**src/rtl/mem_pkg.sv**
```systemverilog
// Shared types and constants for the memory-access stage.
// Optional bus watchdog is enabled with `define MEM_ACCESS_TIMEOUT_EN.
package mem_pkg;

    localparam int BE_WIDTH = 4;

    // funct3 encodings of the access size
    typedef enum logic [2:0] {
        MEM_B  = 3'b000,
        MEM_H  = 3'b001,
        MEM_W  = 3'b010,
        MEM_BU = 3'b100,
        MEM_HU = 3'b101
    } mem_size_e;

    typedef enum logic [1:0] {
        IDLE = 2'd0,
        REQ  = 2'd1,
        RESP = 2'd2
    } mem_state_e;

    // Halfwords need addr[0]=0, words need addr[1:0]=0; bytes never misalign
    function automatic logic is_misaligned(input logic [2:0] size, input logic [1:0] lo);
        logic mis;
        mis = 1'b0;
        case (size)
            MEM_H, MEM_HU: mis = lo[0];
            MEM_W:         mis = (lo != 2'b00);
            default:       mis = 1'b0;
        endcase
        return mis;
    endfunction

endpackage

```
**src/rtl/mem_load_align.sv**
```systemverilog
// Load data extraction: picks the addressed byte/halfword from a 32-bit
// read word and sign- or zero-extends it according to funct3.
module mem_load_align
    import mem_pkg::*;
(
    input  logic [31:0] rdata_i,
    input  logic [1:0]  addr_lo_i,
    input  logic [2:0]  size_i,
    output logic [31:0] data_o
);

    logic [31:0] shifted;
    logic [7:0]  byte_sel;
    logic [15:0] half_sel;

    // Lane selection and extension
    always_comb begin
        shifted  = rdata_i >> {addr_lo_i, 3'b000};
        byte_sel = shifted[7:0];
        half_sel = addr_lo_i[1] ? rdata_i[31:16] : rdata_i[15:0];
        data_o   = rdata_i;
        case (size_i)
            MEM_B:   data_o = {{24{byte_sel[7]}}, byte_sel};
            MEM_BU:  data_o = {24'b0, byte_sel};
            MEM_H:   data_o = {{16{half_sel[15]}}, half_sel};
            MEM_HU:  data_o = {16'b0, half_sel};
            default: data_o = rdata_i;
        endcase
    end

endmodule

```
**src/rtl/mem_access_stage.sv**
```systemverilog
// Memory-access pipeline stage: issues loads/stores on a valid/ready data
// bus, aligns store lanes, extends load data and registers write-back fields.
// Optional bus watchdog is enabled with `define MEM_ACCESS_TIMEOUT_EN.
module mem_access_stage
    import mem_pkg::*;
#(
    parameter int unsigned DATA_WIDTH     = 32,
    parameter int unsigned ADDR_WIDTH     = 32,
    parameter int unsigned REG_FILE_ADDR  = 5,
    parameter int unsigned TIMEOUT_CYCLES = 16
) (
    input  logic                     i_clk,
    input  logic                     i_reset_n,
    input  logic                     i_IE_valid,
    input  logic [DATA_WIDTH-1:0]    i_IE_result,
    input  logic [DATA_WIDTH-1:0]    i_IE_data_write,
    input  logic [REG_FILE_ADDR-1:0] i_IE_rd,
    input  logic                     i_ctrl_mem_read,
    input  logic                     i_ctrl_mem_write,
    input  logic                     i_ctrl_reg_write,
    input  logic [2:0]               i_ctrl_mem_size,
    output logic                     o_stall,
    output logic                     o_dmem_req_valid,
    input  logic                     i_dmem_req_ready,
    output logic [ADDR_WIDTH-1:0]    o_dmem_addr,
    output logic                     o_dmem_we,
    output logic [DATA_WIDTH-1:0]    o_dmem_wdata,
    output logic [BE_WIDTH-1:0]      o_dmem_be,
    input  logic                     i_dmem_rsp_valid,
    input  logic [DATA_WIDTH-1:0]    i_dmem_rdata,
    output logic                     o_MEM_valid,
    output logic [DATA_WIDTH-1:0]    o_MEM_result,
    output logic [DATA_WIDTH-1:0]    o_MEM_read_data,
    output logic [REG_FILE_ADDR-1:0] o_MEM_rd,
    output logic                     o_MEM_reg_write,
    output logic                     o_MEM_mem_to_reg,
    output logic                     o_MEM_misalign,
    output logic                     o_MEM_timeout
);

    mem_state_e state_q, state_d;

    logic [DATA_WIDTH-1:0]    result_q, wdata_q;
    logic [REG_FILE_ADDR-1:0] rd_q;
    logic                     regw_q, we_q;
    logic [2:0]               size_q;

    logic                     accept, req_valid, timeout_hit;
    logic                     mem_valid_d, regw_d, m2r_d, mis_d, to_d, load_upd;
    logic [DATA_WIDTH-1:0]    result_d;
    logic [REG_FILE_ADDR-1:0] rd_d;

    logic                     mem_valid_q, regw_wb_q, m2r_q, mis_q, to_q;
    logic [DATA_WIDTH-1:0]    result_wb_q, rdata_wb_q, load_data;
    logic [REG_FILE_ADDR-1:0] rd_wb_q;
    logic [BE_WIDTH-1:0]      be_lanes;
    logic [DATA_WIDTH-1:0]    wdata_lanes;

`ifdef MEM_ACCESS_TIMEOUT_EN
    localparam int unsigned CNT_W = $clog2(TIMEOUT_CYCLES + 1);
    logic [CNT_W-1:0] cnt_q;

    // Watchdog: idle clears it, every busy cycle counts toward the limit
    always_ff @(posedge i_clk or negedge i_reset_n) begin
        if (!i_reset_n)            cnt_q <= '0;
        else if (state_q == IDLE)  cnt_q <= '0;
        else                       cnt_q <= cnt_q + CNT_W'(1);
    end

    assign timeout_hit = (cnt_q == CNT_W'(TIMEOUT_CYCLES - 1));
`else
    assign timeout_hit = 1'b0;
`endif

    // State register
    always_ff @(posedge i_clk or negedge i_reset_n) begin
        if (!i_reset_n) state_q <= IDLE;
        else            state_q <= state_d;
    end

    // Next state and write-back update; a completed handshake wins over the watchdog
    always_comb begin
        state_d     = state_q;
        accept      = 1'b0;
        req_valid   = 1'b0;
        mem_valid_d = 1'b0;
        result_d    = result_q;
        rd_d        = rd_q;
        regw_d      = 1'b0;
        m2r_d       = 1'b0;
        mis_d       = 1'b0;
        to_d        = 1'b0;
        load_upd    = 1'b0;
        case (state_q)
            IDLE: begin
                if (i_IE_valid) begin
                    accept   = 1'b1;
                    result_d = i_IE_result;
                    rd_d     = i_IE_rd;
                    if (!(i_ctrl_mem_read || i_ctrl_mem_write)) begin
                        mem_valid_d = 1'b1;
                        regw_d      = i_ctrl_reg_write;
                    end else if (is_misaligned(i_ctrl_mem_size, i_IE_result[1:0])) begin
                        mem_valid_d = 1'b1;
                        mis_d       = 1'b1;
                    end else begin
                        state_d = REQ;
                    end
                end
            end
            REQ: begin
                req_valid = 1'b1;
                if (i_dmem_req_ready) begin
                    if (we_q) begin
                        state_d     = IDLE;
                        mem_valid_d = 1'b1;
                    end else begin
                        state_d = RESP;
                    end
                end else if (timeout_hit) begin
                    state_d     = IDLE;
                    mem_valid_d = 1'b1;
                    to_d        = 1'b1;
                end
            end
            RESP: begin
                if (i_dmem_rsp_valid) begin
                    state_d     = IDLE;
                    mem_valid_d = 1'b1;
                    regw_d      = regw_q;
                    m2r_d       = 1'b1;
                    load_upd    = 1'b1;
                end else if (timeout_hit) begin
                    state_d     = IDLE;
                    mem_valid_d = 1'b1;
                    to_d        = 1'b1;
                end
            end
            default: state_d = IDLE;
        endcase
    end

    // Capture the execute-stage instruction on acceptance
    always_ff @(posedge i_clk or negedge i_reset_n) begin
        if (!i_reset_n) begin
            result_q <= '0;
            wdata_q  <= '0;
            rd_q     <= '0;
            regw_q   <= 1'b0;
            we_q     <= 1'b0;
            size_q   <= '0;
        end else if (accept) begin
            result_q <= i_IE_result;
            wdata_q  <= i_IE_data_write;
            rd_q     <= i_IE_rd;
            regw_q   <= i_ctrl_reg_write;
            we_q     <= i_ctrl_mem_write;
            size_q   <= i_ctrl_mem_size;
        end
    end

    // Write-back registers: valid pulses, other fields hold until the next update
    always_ff @(posedge i_clk or negedge i_reset_n) begin
        if (!i_reset_n) begin
            mem_valid_q <= 1'b0;
            result_wb_q <= '0;
            rdata_wb_q  <= '0;
            rd_wb_q     <= '0;
            regw_wb_q   <= 1'b0;
            m2r_q       <= 1'b0;
            mis_q       <= 1'b0;
            to_q        <= 1'b0;
        end else begin
            mem_valid_q <= mem_valid_d;
            if (mem_valid_d) begin
                result_wb_q <= result_d;
                rd_wb_q     <= rd_d;
                regw_wb_q   <= regw_d;
                m2r_q       <= m2r_d;
                mis_q       <= mis_d;
                to_q        <= to_d;
            end
            if (load_upd) rdata_wb_q <= load_data;
        end
    end

    // Store lane steering from the captured size and address
    always_comb begin
        be_lanes    = '1;
        wdata_lanes = wdata_q;
        case (size_q)
            MEM_B, MEM_BU: begin
                be_lanes    = BE_WIDTH'(1) << result_q[1:0];
                wdata_lanes = {4{wdata_q[7:0]}};
            end
            MEM_H, MEM_HU: begin
                be_lanes    = result_q[1] ? 4'b1100 : 4'b0011;
                wdata_lanes = {2{wdata_q[15:0]}};
            end
            default: ;
        endcase
    end

    mem_load_align u_load_align (
        .rdata_i   (i_dmem_rdata),
        .addr_lo_i (result_q[1:0]),
        .size_i    (size_q),
        .data_o    (load_data)
    );

    assign o_stall          = (state_q != IDLE);
    assign o_dmem_req_valid = req_valid;
    assign o_dmem_addr      = req_valid ? {result_q[ADDR_WIDTH-1:2], 2'b00} : '0;
    assign o_dmem_we        = req_valid & we_q;
    assign o_dmem_wdata     = req_valid ? wdata_lanes : '0;
    assign o_dmem_be        = req_valid ? be_lanes : '0;

    assign o_MEM_valid      = mem_valid_q;
    assign o_MEM_result     = result_wb_q;
    assign o_MEM_read_data  = rdata_wb_q;
    assign o_MEM_rd         = rd_wb_q;
    assign o_MEM_reg_write  = regw_wb_q;
    assign o_MEM_mem_to_reg = m2r_q;
    assign o_MEM_misalign   = mis_q;
    assign o_MEM_timeout    = to_q;

endmodule

```
**config.mk**
```make
export PLATFORM = sky130hd
export DESIGN_NAME = mem_access_stage
export DESIGN_NICKNAME = d
export VERILOG_FILES = /design/src/rtl/mem_pkg.sv /design/src/rtl/mem_load_align.sv /design/src/rtl/mem_access_stage.sv
export SDC_FILE = /design/constraint.sdc
export NUM_CORES = 1
export LEC_CHECK = 0
export BUFFER_PORTS_ARGS = -buffer_cell sky130_fd_sc_hd__buf_2
export CORE_ASPECT_RATIO = 1.2
export CORE_UTILIZATION = 55
export DETAILED_ROUTE_END_ITERATION = 6
export PLACE_DENSITY = 0.95
export SLEW_MARGIN = 20
export SYNTH_ARGS = -nofsm -noshare
export SYNTH_HDL_FRONTEND = slang
export SYNTH_SLANG_ARGS = --single-unit
```
**constraint.sdc**
```tcl
create_clock -name i_clk -period 3.1 [get_ports i_clk]
set_clock_uncertainty 0.05 [all_clocks]
set_input_delay 0.31 -clock i_clk [delete_from_list [all_inputs] [get_ports i_clk]]
set_output_delay 0.31 -clock i_clk [all_outputs]
set_load 0.02 [all_outputs]
```
==> impl_results.md <==
- Status: complete, no violations
- H-tree Lvls: 4
- Die height: 130 um
- Ys async rst share: 1.00
- Comb pwr share: 0.431
- Net Switching: 0.00456 W
- Core Rows: 46
- Wire per inst: 18.0 um
- RSZ-0062 raised after global routing: no
- Period utilisation layout: 0.864
- Setup_tns: 0 ps
- Worst path max stage delay: 840 ps
- Yosys cell types: 48
- CP endpoint kind: output port
- Clk slew on worst S/H paths: 60 ps
- Switch share: 0.429
- Post-Syn Area: 7450 um^2
- Clk_lat worst skew: 420 ps
- Max Slew Vio Count: 0
- DIE WIDTH: 108 um
- Post-synth EDFFs: 0
- Via/cell ratio: between 5 and 6
- Tmin final: around 2700 ps
- Die footprint: about 14000 um^2
- Final setup viols: 0
- Residual DRC count: 0
- VDD IR max: ~0.00066 V
- Syn Inst Count: 858
- Core Footprint: around 13000 um^2
- CTS root buf: clkbuf_16
- Pwr Total: around 0.011 W
- Combined buffer and inverter count along the critical path: 2
- Starting density of the core: 0.563
- Clock buffer depth: 2
- DP Area: just under 9000 um^2
- Warnings from Yosys: 0
- Crit-path slowest cell: dfrtp_2
- First drt pass iteration count: 6
- Synth Register Bits: 149
- Number of fill cells: 972
- Final hold viol count: 0
- Max Freq: roughly 0.37 GHz
- Leakage: 4.77 nW
- Avg Inst Size Synth: 8.69 um^2
- Startpoint types: register
- Worst slew pin tran: just under 1000 ps
- Placed wire-length estimate: 14700 um
- M2 GR Usage: 0.518
- Sequential cell area: 3730 um^2
- Hold/Removal Path Class: in2reg
- Power per Cell Area: ~1100 nW/um^2
- # nets final: between 1000 and 1500
- Cell Int Power: 0.00607 W
- Footprint of the multi-input gates: 3460 um^2
- Register area share after synthesis: 0.500
- Synth Flop Type: dfrtp_1
- Crit path DAT: between 2000 and 2500 ps
- Hold buffers post-CTS: 1
- IO buf count: 253
- Met1 Resource Use GR: 0.400
- CP required: 2740 ps
- Rel. slew slack: 0.337
- Top-level I/O count: between 200 and 300
- Global-route wire length before repair: ~35000 um
- CP Class: reg2out
- Initial antenna violation count: 1
- Share of post-route cells with drive strength above 1: 0.301
- Total number of vias: 7440
- CTS tree: yes
- Routed Antenna Nets: 0
- Post-route design area: 9510 um^2
- Crit-path max FO: 37
- Routed wire length: approximately 23000 um
- RePlAce Congestion: approximately 0.88
- Share of the core filled with cells: 0.719
- Clock sinks: ~150
- GR Layer Usage met3: 0.0755
- Postcts setup bufs: 0
- Seq pwr share: 0.345
- Top Usage Layer GRT: met2
- Max_cap viols: 0
- Vias in the first global route: between 6000 and 7000
- Delay-heaviest family, CP: flip-flops
- Crit-path cells: inv_1 > o21ai_1 > and2_1 > buf_2
- Hold slack final: 28.1 ps
- All-Layer GR Usage: 0.322
- Starting DRT DRC Count: 641
- Clk pwr share: 0.224
- Post-CTS Resized: 0
- CTS buffer count: 17
- Area Overhead vs Synth: 27.6%
- Largest net degree at the start of global routing: 94
- Total gr overflow: 0
-- cells in the mapped netlist (2+ instances only) --
cell type | n | area [um^2]
nand2_1 | 246 | 923
dfrtp_1 | 149 | 3730
nor2_1 | 100 | 375
a211oi_1 | 72 | 541
and2_1 | 43 | 269
clkbuf_1 | 40 | 150
a21oi_1 | 36 | 180
o21ai_0 | 27 | 135
buf_2 | 16 | 80.1
mux2i_1 | 16 | 160
o211ai_1 | 16 | 120
a22o_1 | 14 | 123
buf_1 | 9 | 33.8
mux2_2 | 8 | 90.1
o22a_1 | 7 | 61.3
a222oi_1 | 6 | 60.1
inv_1 | 5 | 18.8
a31o_2 | 4 | 35.0
buf_4 | 4 | 30.0
nor2b_1 | 4 | 25.0
o21ai_1 | 3 | 15.0
o32ai_1 | 3 | 26.3
a31oi_1 | 2 | 12.5
nand2b_1 | 2 | 12.5
o21a_1 | 2 | 15.0
o21ai_2 | 2 | 17.5
-- layout make-up --
cell class / count / share of cell area
Antenna cell: 1 / 0.000263
Clock buffer: 17 / 0.0447
Clock inverter: 15 / 0.0266
Inverter: 5 / 0.00197
Multi-Input combinational cell: 636 / 0.364
Sequential cell: 149 / 0.392
Tap cell: 168 / 0.0221
Timing Repair Buffer: 269 / 0.149
-- routing by layer --
layer | routed length [um] | share of wire
met1 | 8740 | 0.39
met2 | 11000 | 0.49
met3 | 1980 | 0.088
met4 | 901 | 0.040
met5 | 0 | 0
-- placed cells by master (no fill, tap or decap), drive strengths merged, types with 2 or more instances in the layout --
| master | instances |
|---|---|
| nor2 | 101 |
| a31oi | 2 |
| nand2b | 2 |
| conb | 3 |
| o21a | 2 |
| a22o | 14 |
| nor3 | 3 |
| bufinv | 6 |
| o211ai | 16 |
| o22a | 7 |
| inv | 7 |
| and2 | 43 |
| mux2i | 16 |
| nor2b | 5 |
| a222oi | 6 |
| a211oi | 72 |
| o32ai | 3 |
| a21oi | 37 |
| a31o | 4 |
| clkbuf | 17 |
| buf | 268 |
| nand2 | 246 |
| mux2 | 8 |
| dfrtp | 149 |
| clkinv | 2 |
| a221oi | 2 |
| clkinvlp | 5 |
| o21ai | 32 |
-- power groups by stage --
stage	registers (W)	logic, W	clock network (W)
3_3_place_gp	0.00361	0.00439	0
6_report	0.00367	0.00458	0.00238
2_1_floorplan	0.00398	0.00264	0
4_1_cts	0.00363	0.00457	0.00240
3_5_place_dp	0.00364	0.00453	0
5_1_grt	0.00377	0.00498	0.00248
-- tightest hold or removal path, cell delays in order --
cell	delay (ps)
buf_2	70
nand2_1	40
nand2_1	40
-- stage by stage --
stage               std cells  setup slack (ps)
floorplan                 860              1240
global placement         1225               937
detailed placement       1225               806
CTS                      1258               473
global route             1259               288
finish                   1260               423
-- cell families after synthesis --
group	after synthesis	share of synthesized area
buffers and inverters	75	0.0435
AND/OR/NAND/NOR	406	0.229
multiplexers	25	0.0366
other	1	0.000503
AO/OA/AOI/OAI	202	0.190
flip-flops	149	0.500
-- worst paths after layout --
path	cells after the start	startpoint	endpoint	slack, ps
max in group asynchronous	3	i_reset_n	result_q[19]	1740
hold / removal	3	i_IE_data_write[27]	wdata_q[27]	30
setup / recovery	4	size_q[1]	o_dmem_be[0]	420
min in group asynchronous	2	i_reset_n	wdata_q[18]	370
hold reg to reg	2	wdata_q[23]	wdata_q[23]	430
setup reg to reg	4	size_q[1]	o_MEM_read_data[27]	810
(Power assumes the default switching activity.)
